==> config.mk <==
export PLATFORM = sky130hd
export DESIGN_NAME = my_trap_csr_unit
export DESIGN_NICKNAME = d
export VERILOG_FILES = /design/src/rtl/my_trap_csr_unit.sv
export SDC_FILE = /design/constraint.sdc
export NUM_CORES = 1
export LEC_CHECK = 0
export CORE_MARGIN = 5
export CORE_UTILIZATION = 30
export DETAILED_ROUTE_END_ITERATION = 10
export SLEW_MARGIN = 15
export SYNTH_ARGS = -nofsm -noshare
export SYNTH_HDL_FRONTEND = slang
export SYNTH_SLANG_ARGS = --single-unit
==> constraint.sdc <==
create_clock -name clk_i -period 4.2 [get_ports clk_i]
set_clock_uncertainty 0.05 [all_clocks]
set_input_delay 1.26 -clock clk_i [delete_from_list [all_inputs] [get_ports clk_i]]
set_output_delay 1.26 -clock clk_i [all_outputs]
set_load 0.01 [all_outputs]
==> src/rtl/my_trap_csr_unit.sv <==
// Machine-mode CSR file (mstatus/misa/mtvec/mepc/mcause) and trap responder for the RV32I core.
// Optional external-interrupt trapping is enabled by defining MY_TRAP_EXT_IRQ_EN.
//
// state | meaning
// IDLE  | normal operation, CSR accesses and new requests accepted
// TRAP  | redirect fetch to the trap vector
// MRET  | redirect fetch to mepc
// WFI   | pipeline held until irq_ext
module my_trap_csr_unit #(
  parameter logic [31:0] RESET_MTVEC = 32'h0000_0000,
  parameter logic [31:0] MISA_VALUE  = 32'h4000_0100
) (
  input  logic        clk_i,
  input  logic        rst_i,
  input  logic [1:0]  csr_op_i,
  input  logic [11:0] csr_addr_i,
  input  logic [31:0] csr_wdata_i,
  output logic [31:0] csr_rdata_o,
  output logic        csr_illegal_o,
  input  logic        exc_valid_i,
  input  logic [4:0]  exc_cause_i,
  input  logic [31:0] exc_pc_i,
  input  logic        mret_valid_i,
  input  logic        wfi_valid_i,
  input  logic        irq_ext_i,
  output logic        stall_o,
  output logic        redirect_valid_o,
  output logic [31:0] redirect_pc_o
);

  localparam logic [11:0] ADDR_MSTATUS = 12'h300;
  localparam logic [11:0] ADDR_MISA    = 12'h301;
  localparam logic [11:0] ADDR_MTVEC   = 12'h305;
  localparam logic [11:0] ADDR_MEPC    = 12'h341;
  localparam logic [11:0] ADDR_MCAUSE  = 12'h342;

  localparam logic [1:0] OP_NONE = 2'b00;
  localparam logic [1:0] OP_RW   = 2'b01;
  localparam logic [1:0] OP_RS   = 2'b10;
  localparam logic [1:0] OP_RC   = 2'b11;

  localparam logic [4:0] IRQ_EXT_CODE = 5'd11;

  typedef enum logic [1:0] {
    S_IDLE = 2'b00,
    S_TRAP = 2'b01,
    S_MRET = 2'b10,
    S_WFI  = 2'b11
  } state_t;

  state_t      state_q, state_d;
  logic        mie_q, mie_d;
  logic        mpie_q, mpie_d;
  logic [31:0] mtvec_q, mtvec_d;
  logic [31:0] mepc_q, mepc_d;
  logic        mcause_irq_q, mcause_irq_d;
  logic [4:0]  mcause_code_q, mcause_code_d;

  logic [31:0] mstatus_view;
  logic [31:0] mcause_view;
  logic [31:0] csr_new;
  logic        csr_impl;
  logic        csr_we;
  logic        irq_take;
  logic        wfi_irq_trap;

  // MPP is hardwired to machine mode
  assign mstatus_view = {19'b0, 2'b11, 3'b0, mpie_q, 3'b0, mie_q, 3'b0};
  assign mcause_view  = {mcause_irq_q, 26'b0, mcause_code_q};

  always_comb begin
    csr_impl    = 1'b1;
    csr_rdata_o = 32'h0;
    case (csr_addr_i)
      ADDR_MSTATUS: csr_rdata_o = mstatus_view;
      ADDR_MISA:    csr_rdata_o = MISA_VALUE;
      ADDR_MTVEC:   csr_rdata_o = mtvec_q;
      ADDR_MEPC:    csr_rdata_o = mepc_q;
      ADDR_MCAUSE:  csr_rdata_o = mcause_view;
      default:      csr_impl    = 1'b0;
    endcase
  end

  assign csr_illegal_o = (csr_op_i != OP_NONE) && !csr_impl;

  always_comb begin
    csr_new = csr_rdata_o;
    case (csr_op_i)
      OP_RW:   csr_new = csr_wdata_i;
      OP_RS:   csr_new = csr_rdata_o | csr_wdata_i;
      OP_RC:   csr_new = csr_rdata_o & ~csr_wdata_i;
      default: csr_new = csr_rdata_o;
    endcase
  end

`ifdef MY_TRAP_EXT_IRQ_EN
  assign irq_take     = (state_q == S_IDLE) && irq_ext_i && mie_q &&
                        !exc_valid_i && !mret_valid_i && !wfi_valid_i;
  assign wfi_irq_trap = (state_q == S_WFI) && irq_ext_i && mie_q;
`else
  assign irq_take     = 1'b0;
  assign wfi_irq_trap = 1'b0;
`endif

  // An instruction that traps (exception or interrupt) must not commit its CSR write
  assign csr_we = (state_q == S_IDLE) && !exc_valid_i && !irq_take &&
                  (csr_op_i != OP_NONE) && !csr_illegal_o;

  always_comb begin
    state_d          = state_q;
    mie_d            = mie_q;
    mpie_d           = mpie_q;
    mtvec_d          = mtvec_q;
    mepc_d           = mepc_q;
    mcause_irq_d     = mcause_irq_q;
    mcause_code_d    = mcause_code_q;
    stall_o          = 1'b0;
    redirect_valid_o = 1'b0;
    redirect_pc_o    = 32'h0;

    case (state_q)
      S_IDLE: begin
        if (csr_we) begin
          case (csr_addr_i)
            ADDR_MSTATUS: begin
              mie_d  = csr_new[3];
              mpie_d = csr_new[7];
            end
            ADDR_MTVEC:  mtvec_d = csr_new & ~32'h3;
            ADDR_MEPC:   mepc_d  = csr_new & ~32'h3;
            ADDR_MCAUSE: begin
              mcause_irq_d  = csr_new[31];
              mcause_code_d = csr_new[4:0];
            end
            default: ;
          endcase
        end

        if (exc_valid_i) begin
          stall_o       = 1'b1;
          mepc_d        = exc_pc_i & ~32'h3;
          mcause_irq_d  = 1'b0;
          mcause_code_d = exc_cause_i;
          mpie_d        = mie_q;
          mie_d         = 1'b0;
          state_d       = S_TRAP;
        end else if (mret_valid_i) begin
          stall_o = 1'b1;
          mie_d   = mpie_q;
          mpie_d  = 1'b1;
          state_d = S_MRET;
        end else if (wfi_valid_i) begin
          stall_o = 1'b1;
          state_d = S_WFI;
        end else if (irq_take) begin
          stall_o       = 1'b1;
          mepc_d        = exc_pc_i & ~32'h3;
          mcause_irq_d  = 1'b1;
          mcause_code_d = IRQ_EXT_CODE;
          mpie_d        = mie_q;
          mie_d         = 1'b0;
          state_d       = S_TRAP;
        end
      end

      S_TRAP: begin
        stall_o          = 1'b1;
        redirect_valid_o = 1'b1;
        redirect_pc_o    = mtvec_q & ~32'h3;
        state_d          = S_IDLE;
      end

      S_MRET: begin
        stall_o          = 1'b1;
        redirect_valid_o = 1'b1;
        redirect_pc_o    = mepc_q;
        state_d          = S_IDLE;
      end

      S_WFI: begin
        stall_o = 1'b1;
        // Wake is level-sensitive and independent of MIE; trapping on wake needs MIE
        if (wfi_irq_trap) begin
          mepc_d        = exc_pc_i & ~32'h3;
          mcause_irq_d  = 1'b1;
          mcause_code_d = IRQ_EXT_CODE;
          mpie_d        = mie_q;
          mie_d         = 1'b0;
          state_d       = S_TRAP;
        end else if (irq_ext_i) begin
          state_d = S_IDLE;
        end
      end

      default: state_d = S_IDLE;
    endcase
  end

  always_ff @(posedge clk_i or posedge rst_i) begin
    if (rst_i) begin
      state_q       <= S_IDLE;
      mie_q         <= 1'b0;
      mpie_q        <= 1'b0;
      mtvec_q       <= RESET_MTVEC & ~32'h3;
      mepc_q        <= 32'h0;
      mcause_irq_q  <= 1'b0;
      mcause_code_q <= 5'h0;
    end else begin
      state_q       <= state_d;
      mie_q         <= mie_d;
      mpie_q        <= mpie_d;
      mtvec_q       <= mtvec_d;
      mepc_q        <= mepc_d;
      mcause_irq_q  <= mcause_irq_d;
      mcause_code_q <= mcause_code_d;
    end
  end

endmodule

# Yosys cells after proc, flatten, opt, wreduce, memory -nomap -nowiden
# Cells that the tools add are included.
# W data, S select, Z words.
[word_totals] input_bits=89 register_bits=72
[classes] reduce_logical=22 bitwise=3 n_eq_ne=13 n_mux=31
[op_table] cell="$pmux W32 S5" count=1
[op_table] cell="$mux W32" count=3
[op_table] cell="$pmux W32 S3" count=1
[op_table] cell="$pmux W32 S2" count=1
[op_table] cell="$eq A12 B10 Y1 const B" count=5
[op_table] cell="$and A32 B32 Y32" count=1
[op_table] cell="$not A32 Y32" count=1
[op_table] cell="$or A32 B32 Y32" count=1
[op_table] cell="$mux W1" count=16
[op_table] cell="$mux W5" count=3
[op_table] cell="$reduce_and A3 Y1" count=4
[op_table] cell="$eq A2 B2 Y1 const B" count=4
[op_table] cell="$mux W2" count=4
[op_table] cell="$reduce_bool A2 Y1" count=4
[op_table] cell="$pmux W2 S3" count=1
[op_table] cell="$reduce_bool A3 Y1" count=2
[op_table] cell="$reduce_or A5 Y1" count=1
[op_table] cell="$eq A2 B1 Y1 const B" count=2
[op_table] cell="$logic_and A1 B1 Y1" count=4
[op_table] cell="$ne A4 B4 Y1 const B" count=1
[op_table] cell="$logic_not A1 Y1" count=3
[op_table] cell="$reduce_or A3 Y1" count=1
[op_table] cell="$logic_not A2 Y1" count=1
[op_table] cell="$ne A2 B2 Y1 const B" count=1
[op_table] cell="other kinds (3)" count=3

# Depth between registers and ports, before layout
# Gate-level depths: netlist of the first run.
[depth] word_depth=10 mapped_depth=11

# Worst setup path after synthesis of the first run
# OpenSTA, ideal clock, no wires.
[synth_path] path_kind="in2out" start="in csr_addr_i[1]" end="out csr_rdata_o[13]" arrival_time_ns=2.695 path_buffers=2 path_stages=6 path_slack_ns=0.195 cell_sequence="clkbuf_1 -> nand2b_1 -> nor3_1 -> clkbuf_1 -> nand3_1 -> a21oi_1"
[synth_via] elab_chain_len=2
[synth_lines] item="start, declared" line="16" rtl="input logic [11:0] csr_addr_i,"
[synth_lines] item="$eq A12 B10 Y1" line="74" rtl="case (csr_addr_i)"
[synth_lines] item="$pmux W32 S5 *" line="74"
[synth_lines] item="end, declared" line="18" rtl="output logic [31:0] csr_rdata_o,"
# Every way passes the cells marked *; elsewhere a longest branch is shown, timed or not.

# Final worst setup path of the first run
[layout_path] start="in csr_addr_i[7]" end="out csr_rdata_o[8]"
# The elaborated chain is that of the path after synthesis.

==> run summary, run 1 <==
Die X -> 146 µm
Unrepaired setup endpoints after global routing -> false
Clock share of power -> 24.5%
Maxcap violations -> 0
Post-synth top flop -> dfrtp_1
Outcome -> complete, no violations
Syn. warnings -> 0
Largest net degree at the start of global routing -> 41
Arr. time, crit path -> 2840 ps
Initial DRC count -> 473
Inserted Clock Buffers -> 9
FF+latch count, synth -> 70
Clock tree buffer depth -> 2
Fin area -> 8000 µm²
GRT Util Overall -> 21.3%
Total gr overflow -> 0
Initial Util -> 30.7%
Min Clock Period, post-route -> 4150 ps
Row count -> 49
Post-synthesis sequential area ratio -> 31.6%
Switching pwr -> 0.00120 W
Core Box Area -> 18100 µm²
Routability Congestion -> 0.850
Worst Tran Pin Value -> 1040 ps
Final net count -> 956
Layout cell share with drive strength beyond 1 -> 18.4%
Post-synth top area share -> 31.6%
Via count -> 6180
Final ANT Viol Nets -> 0
Post-cts hold buffer count -> 0
Clock Pin Slew Worst Setup and Hold Paths -> 60 ps
Commonest non-fill, non-tap cell in the layout -> clkdlybuf4s50_1
Post-synth EDFFs -> 0
Synthesized area per cell -> 8.02 µm²
CP Launch Type -> input port
# DRC -> 0
Final setup vio count -> 0
Logic pwr share -> 42.5%
Fin Setup TNS -> 0 ps
Final Hold Vio Count -> 0
Detailed-router iteration count before antenna repair -> 5
H-tree depth -> 3
Internal power -> 0.00187 W
Area Overhead vs Synth -> 44.2%
Number of global-route vias before repair -> 6338
Synth top area cells -> dfrtp_1, o21ai_0, nand3_1
FFs w/ async S/R, synth -> 100%
CTS Sinks -> 70
Vias per cell -> 5.63
Element type at the critical path end -> output pin
Leading area contributor after synthesis -> dfrtp_1
Clock latency at the later pin of the worst-skew pair -> 340 ps
Crit Path Category -> input port to output pin
I/O pin count -> 156
Cell Pwr Density -> 384 nW/µm²
Mapped Area -> 5550 µm²
Post-synth cell types -> 61
First-pass GRT wire length -> 36.2 mm
Peak supply drop -> 0.237 mV
Die height -> 146 µm
Cells after Synth -> 692
Final WL -> 22.8 mm
Post-DP HPWL -> 16.0 mm
Slew margin rel. -> 30.3%
Net Sw Frac -> 39.0%
Routed len/inst -> 20.8 µm
# port buffers -> 151
Die ar. -> 21300 µm²
Period utilisation layout -> 98.8%
Worst endpoint required time -> 2890 ps
Sequential Power Share -> 33.1%
Max Fclk -> 241 MHz
Most frequent cells in the layout -> clkdlybuf4s50_1, dfrtp_1, nand2_1, buf_4
Area after DPL -> 7690 µm²
Initial antenna violation count -> 2
Total power -> 0.00307 W
Hold Path Class -> flop to flop
Root buf cell -> clkbuf_16
Critical path fanouts, max -> 7
Max Slew Vio Count -> 0
Final hold slack -> 460 ps
CTS tree -> built
# diodes -> 0
Static leakage -> 3.23 nW
[cell usage after synthesis, types with 11 or more instances]
cell type,number
dfrtp_1,70
nand2_1,70
o21ai_0,66
nand3_1,65
clkbuf_1,54
nor2b_1,45
a22oi_1,32
a21oi_1,31
xor2_1,21
nor4_1,20
o211ai_2,20
nand3b_1,19
a221o_1,18
nor2_1,18
inv_1,11
[metal layers]
| layer | GRT usage (%) | part of all wire [%] |
|---|---|---|
| met3 | 4.24 | 6.8 |
| met4 | 6.96 | 2.4 |
| met2 | 34.5 | 47 |
| met5 | 0 | 0.14 |
| met1 | 28.5 | 44 |
[per-stage QoR]
step                util [%]  worst slack [ps]  instances
finish                  44.2              50.2       1097
global route            44.2             0.144       1097
CTS                     44.2              4.76       1096
detailed placement      42.5              -664       1078
global placement        42.5              -682       1078
floorplan                  -               195        693
[final cells by class]
cell class / instances / area, µm²
multi-input combinational: 541 / 3560
tap: 229 / 287
fill: 1820 / 10100
clock buffer: 13 / 270
clock inverter: 3 / 17.5
sequential: 70 / 1750
timing repair buffer: 229 / 2070
inverter: 12 / 45.0
[critical path, cell delays in order]
cell	delay, ps
clkdlybuf4s50_1	430
or3_4	440
nor2_1	100
buf_4	150
and3_1	200
clkdlybuf4s15_1	250
[flip-flops by register name (all words and copies together), names as in the netlist]
signal / count
mcause_code_q: 5
mcause_irq_q: 1
mepc_q: 30
mie_q: 1
mpie_q: 1
mtvec_q: 30
state_q: 2
[final timing paths]
kind,start,end,slack [ps],cells past startpoint
max in group asynchronous,rst_i,mtvec_q[17]$_DFFE_PP0P_,2070,3
min reg2reg,mtvec_q[6]$_DFFE_PP0P_,mtvec_q[6]$_DFFE_PP0P_,460,2
max,csr_addr_i[7],csr_rdata_o[8],50,6
min in group asynchronous,rst_i,mcause_irq_q$_DFFE_PP0P_,1340,2
min,mtvec_q[6]$_DFFE_PP0P_,mtvec_q[6]$_DFFE_PP0P_,460,2
max reg2reg,state_q[0]$_DFFE_PP0P_,mepc_q[8]$_DFFE_PP0P_,1680,6
[repair_timing]
item	in CTS	in global routing
pin swaps	9	6
gates resized for setup	83	31
setup endpoints to repair	33	32
setup buffers	2	1
[logic make-up (layout without fill, tap and decap cells)]
family                     count (synthesis)  after routing  share of synthesized area, %
AOI/OAI and AO/OA                        223            223                          28.6
xor gates and xnor gates                  22             22                          3.47
adders and majority gates                  5              5                          1.08
buffers and inverters                     82            257                          6.54
DFF                                       70             70                          31.6
muxes                                      2              2                         0.406
other                                      1              2                        0.0676
and+or+nand+nor                          287            287                          28.3
[power by group through the flow]
stage	clock network, W	registers (W)	logic (W)
floorplan	0	0.000966	0.000805
global placement	0	0.00102	0.00127
detailed placement	0	0.00102	0.00129
CTS	0.000761	0.00101	0.00130
global route	0.000792	0.00104	0.00142
finish	0.000751	0.00101	0.00130
No activity file was read; power rests on OpenSTA's default activity.
==> run 2, diff against run 1 <==
--- a/config.mk
+++ b/config.mk
@@ -5,6 +5,7 @@
 export SDC_FILE = /design/constraint.sdc
 export NUM_CORES = 1
 export LEC_CHECK = 0
+export CORE_ASPECT_RATIO = 1.5
 export CORE_MARGIN = 5
 export CORE_UTILIZATION = 30
 export DETAILED_ROUTE_END_ITERATION = 10
==> constraint.sdc (replaced) <==
create_clock -name clk_i -period 4.2 [get_ports clk_i]
set_clock_uncertainty 0.05 [all_clocks]
set_input_delay 1.26 -clock clk_i [delete_from_list [all_inputs] [get_ports clk_i]]
set_output_delay 1.26 -clock clk_i [all_outputs]
set_load 0.05 [all_outputs]
==> run summary, run 2 (synthesis gave the netlist of run 1 again) <==
Outcome -> complete, no violations
Number of global-route vias before repair -> 6444
Initial DRC count -> 524
Fin worst setup slack -> 58.1 ps
Arr. time, crit path -> 2830 ps
Most frequent cells in the layout -> buf_4, clkdlybuf4s50_1, dfrtp_1
Fin area -> 8710 µm²
Initial Util -> 30.2%
Root buf cell -> clkbuf_16
# port buffers -> 151
Routed len/inst -> 21.2 µm
Layout cell share with drive strength beyond 1 -> 26.8%
Peak supply drop -> 0.195 mV
Period utilisation layout -> 98.6%
H-tree depth -> 3
Static leakage -> 3.43 nW
Final WL -> 23.8 mm
Maxcap violations -> 0
CTS Sinks -> 70
Core Box Area -> 18400 µm²
Max Fclk -> 241 MHz
Vias per cell -> 5.61
Routability Congestion -> 0.900
Cell Pwr Density -> 383 nW/µm²
Element type at the critical path end -> output pin
Inserted Clock Buffers -> 9
Post-DP HPWL -> 16.8 mm
Initial antenna violation count -> 2
Clock tree buffer depth -> 2
# DRC -> 0
Row count -> 61
Max Slew Vio Count -> 0
Crit Path Category -> input port to output pin
Finished Layout Cells -> 1123
Largest net degree at the start of global routing -> 41
CP Launch Type -> input port
I/O pin count -> 156
Commonest non-fill, non-tap cell in the layout -> buf_4
First-pass GRT wire length -> 36.2 mm
Worst Tran Pin Value -> 1080 ps
Min Clock Period, post-route -> 4140 ps
Post-Route Utilization -> 47.4%
Total gr overflow -> 0
Die ar. -> 21400 µm²
GRT Util Overall -> 21.9%
Die height -> 177 µm
Detailed-router iteration count before antenna repair -> 6
Final net count -> 957
Dpl ws -> -166 ps
Final Hold Vio Count -> 0
Area after DPL -> 8160 µm²
Worst endpoint required time -> 2890 ps
Critical path fanouts, max -> 7
Area Overhead vs Synth -> 57.1%
Cells after DPL -> 1100
Slew margin rel. -> 27.5%
Die X -> 121 µm
Unrepaired setup endpoints after global routing -> false
Setup slack, reg-to-reg -> 1780 ps
Regs by FF count -> mepc_q x30, mtvec_q x30, mcause_code_q x5
Clock Pin Slew Worst Setup and Hold Paths -> 60 ps
Final setup vio count -> 0
Hold Path Class -> flop to flop
Final ANT Viol Nets -> 0
Via count -> 6303
Clock latency at the later pin of the worst-skew pair -> 340 ps
Final hold slack -> 448 ps
CTS tree -> built
## run 2: cell types whose count changed in the layout (fill, tap and decap cells not counted), sizes merged, moves of 2 or more
cell	delta
clkbuf	-12
dlygate4sd2	-10
buf	+57
clkdlybuf4s15	-7
bufinv	+2
clkdlybuf4s50	-29
dlymetal6s2s	-2
diode	+2
## run 2: what timing repair did
item                                    CTS  global route
buffers inserted                          3             0
pin swaps                                 4             1
endpoints found under the setup margin   33            10
gates resized for setup                  37             5
gates cloned                              2             0
hold buffers                              0             0
## run 2: final cells by class
class / instances / area (µm²)
multi-input combinational: 541 / 3720
timing repair buffer: 230 / 2560
fill: 1752 / 9680
antenna: 2 / 5.00
clock buffer: 10 / 229
tap: 252 / 315
inverter: 12 / 45.0
clock inverter: 6 / 86.3
sequential: 70 / 1750
## run 2: worst max-delay path: stages
cell and delay [ps]:
clkdlybuf4s50_1 430, or3_4 450, nor4_4 180, buf_6 200, nand2_1 70, nand2_2 100
buf_12 140
## run 2: metrics by stage
step / total power [W] / setup TNS [ps]
detailed placement: 0.00251 / -2540
global placement: 0.00247 / -2750
CTS: 0.00335 / 0
global route: 0.00351 / 0
floorplan: 0.00195 / -511
finish: 0.00334 / 0
## run 2: layer usage
layer / wire, µm / part of all wire [%] / vias up / GRT usage (%)
li1: - / - / 2911 / -
met1: 9070 / 38 / 3077 / 25.1
met2: 12400 / 52 / 250 / 39.5
met3: 1180 / 5.0 / 65 / 2.60
met4: 1060 / 4.5 / 0 / 11.5
met5: 0 / 0 / - / 0
## run 2: report_power, final
| group | internal (W) | switching, W | leakage (nW) |
|---|---|---|---|
| clock network | 0.000519 | 0.000312 | 0.152 |
| logic | 0.000578 | 0.000914 | 2.36 |
| registers | 0.000847 | 0.000171 | 0.918 |
| total | 0.00194 | 0.00140 | 3.43 |
## run 2: final timing paths
kind,to,cells past startpoint,start
max,csr_rdata_o[7],7,csr_addr_i[5]
min,mcause_code_q[2]$_DFFE_PP0P_,2,mcause_code_q[2]$_DFFE_PP0P_
min reg2reg,mcause_code_q[2]$_DFFE_PP0P_,2,mcause_code_q[2]$_DFFE_PP0P_
max in group asynchronous,mtvec_q[7]$_DFFE_PP0P_,3,rst_i
min in group asynchronous,mepc_q[4]$_DFFE_PP0P_,2,rst_i
max reg2reg,mepc_q[29]$_DFFE_PP0P_,6,state_q[0]$_DFFE_PP0P_
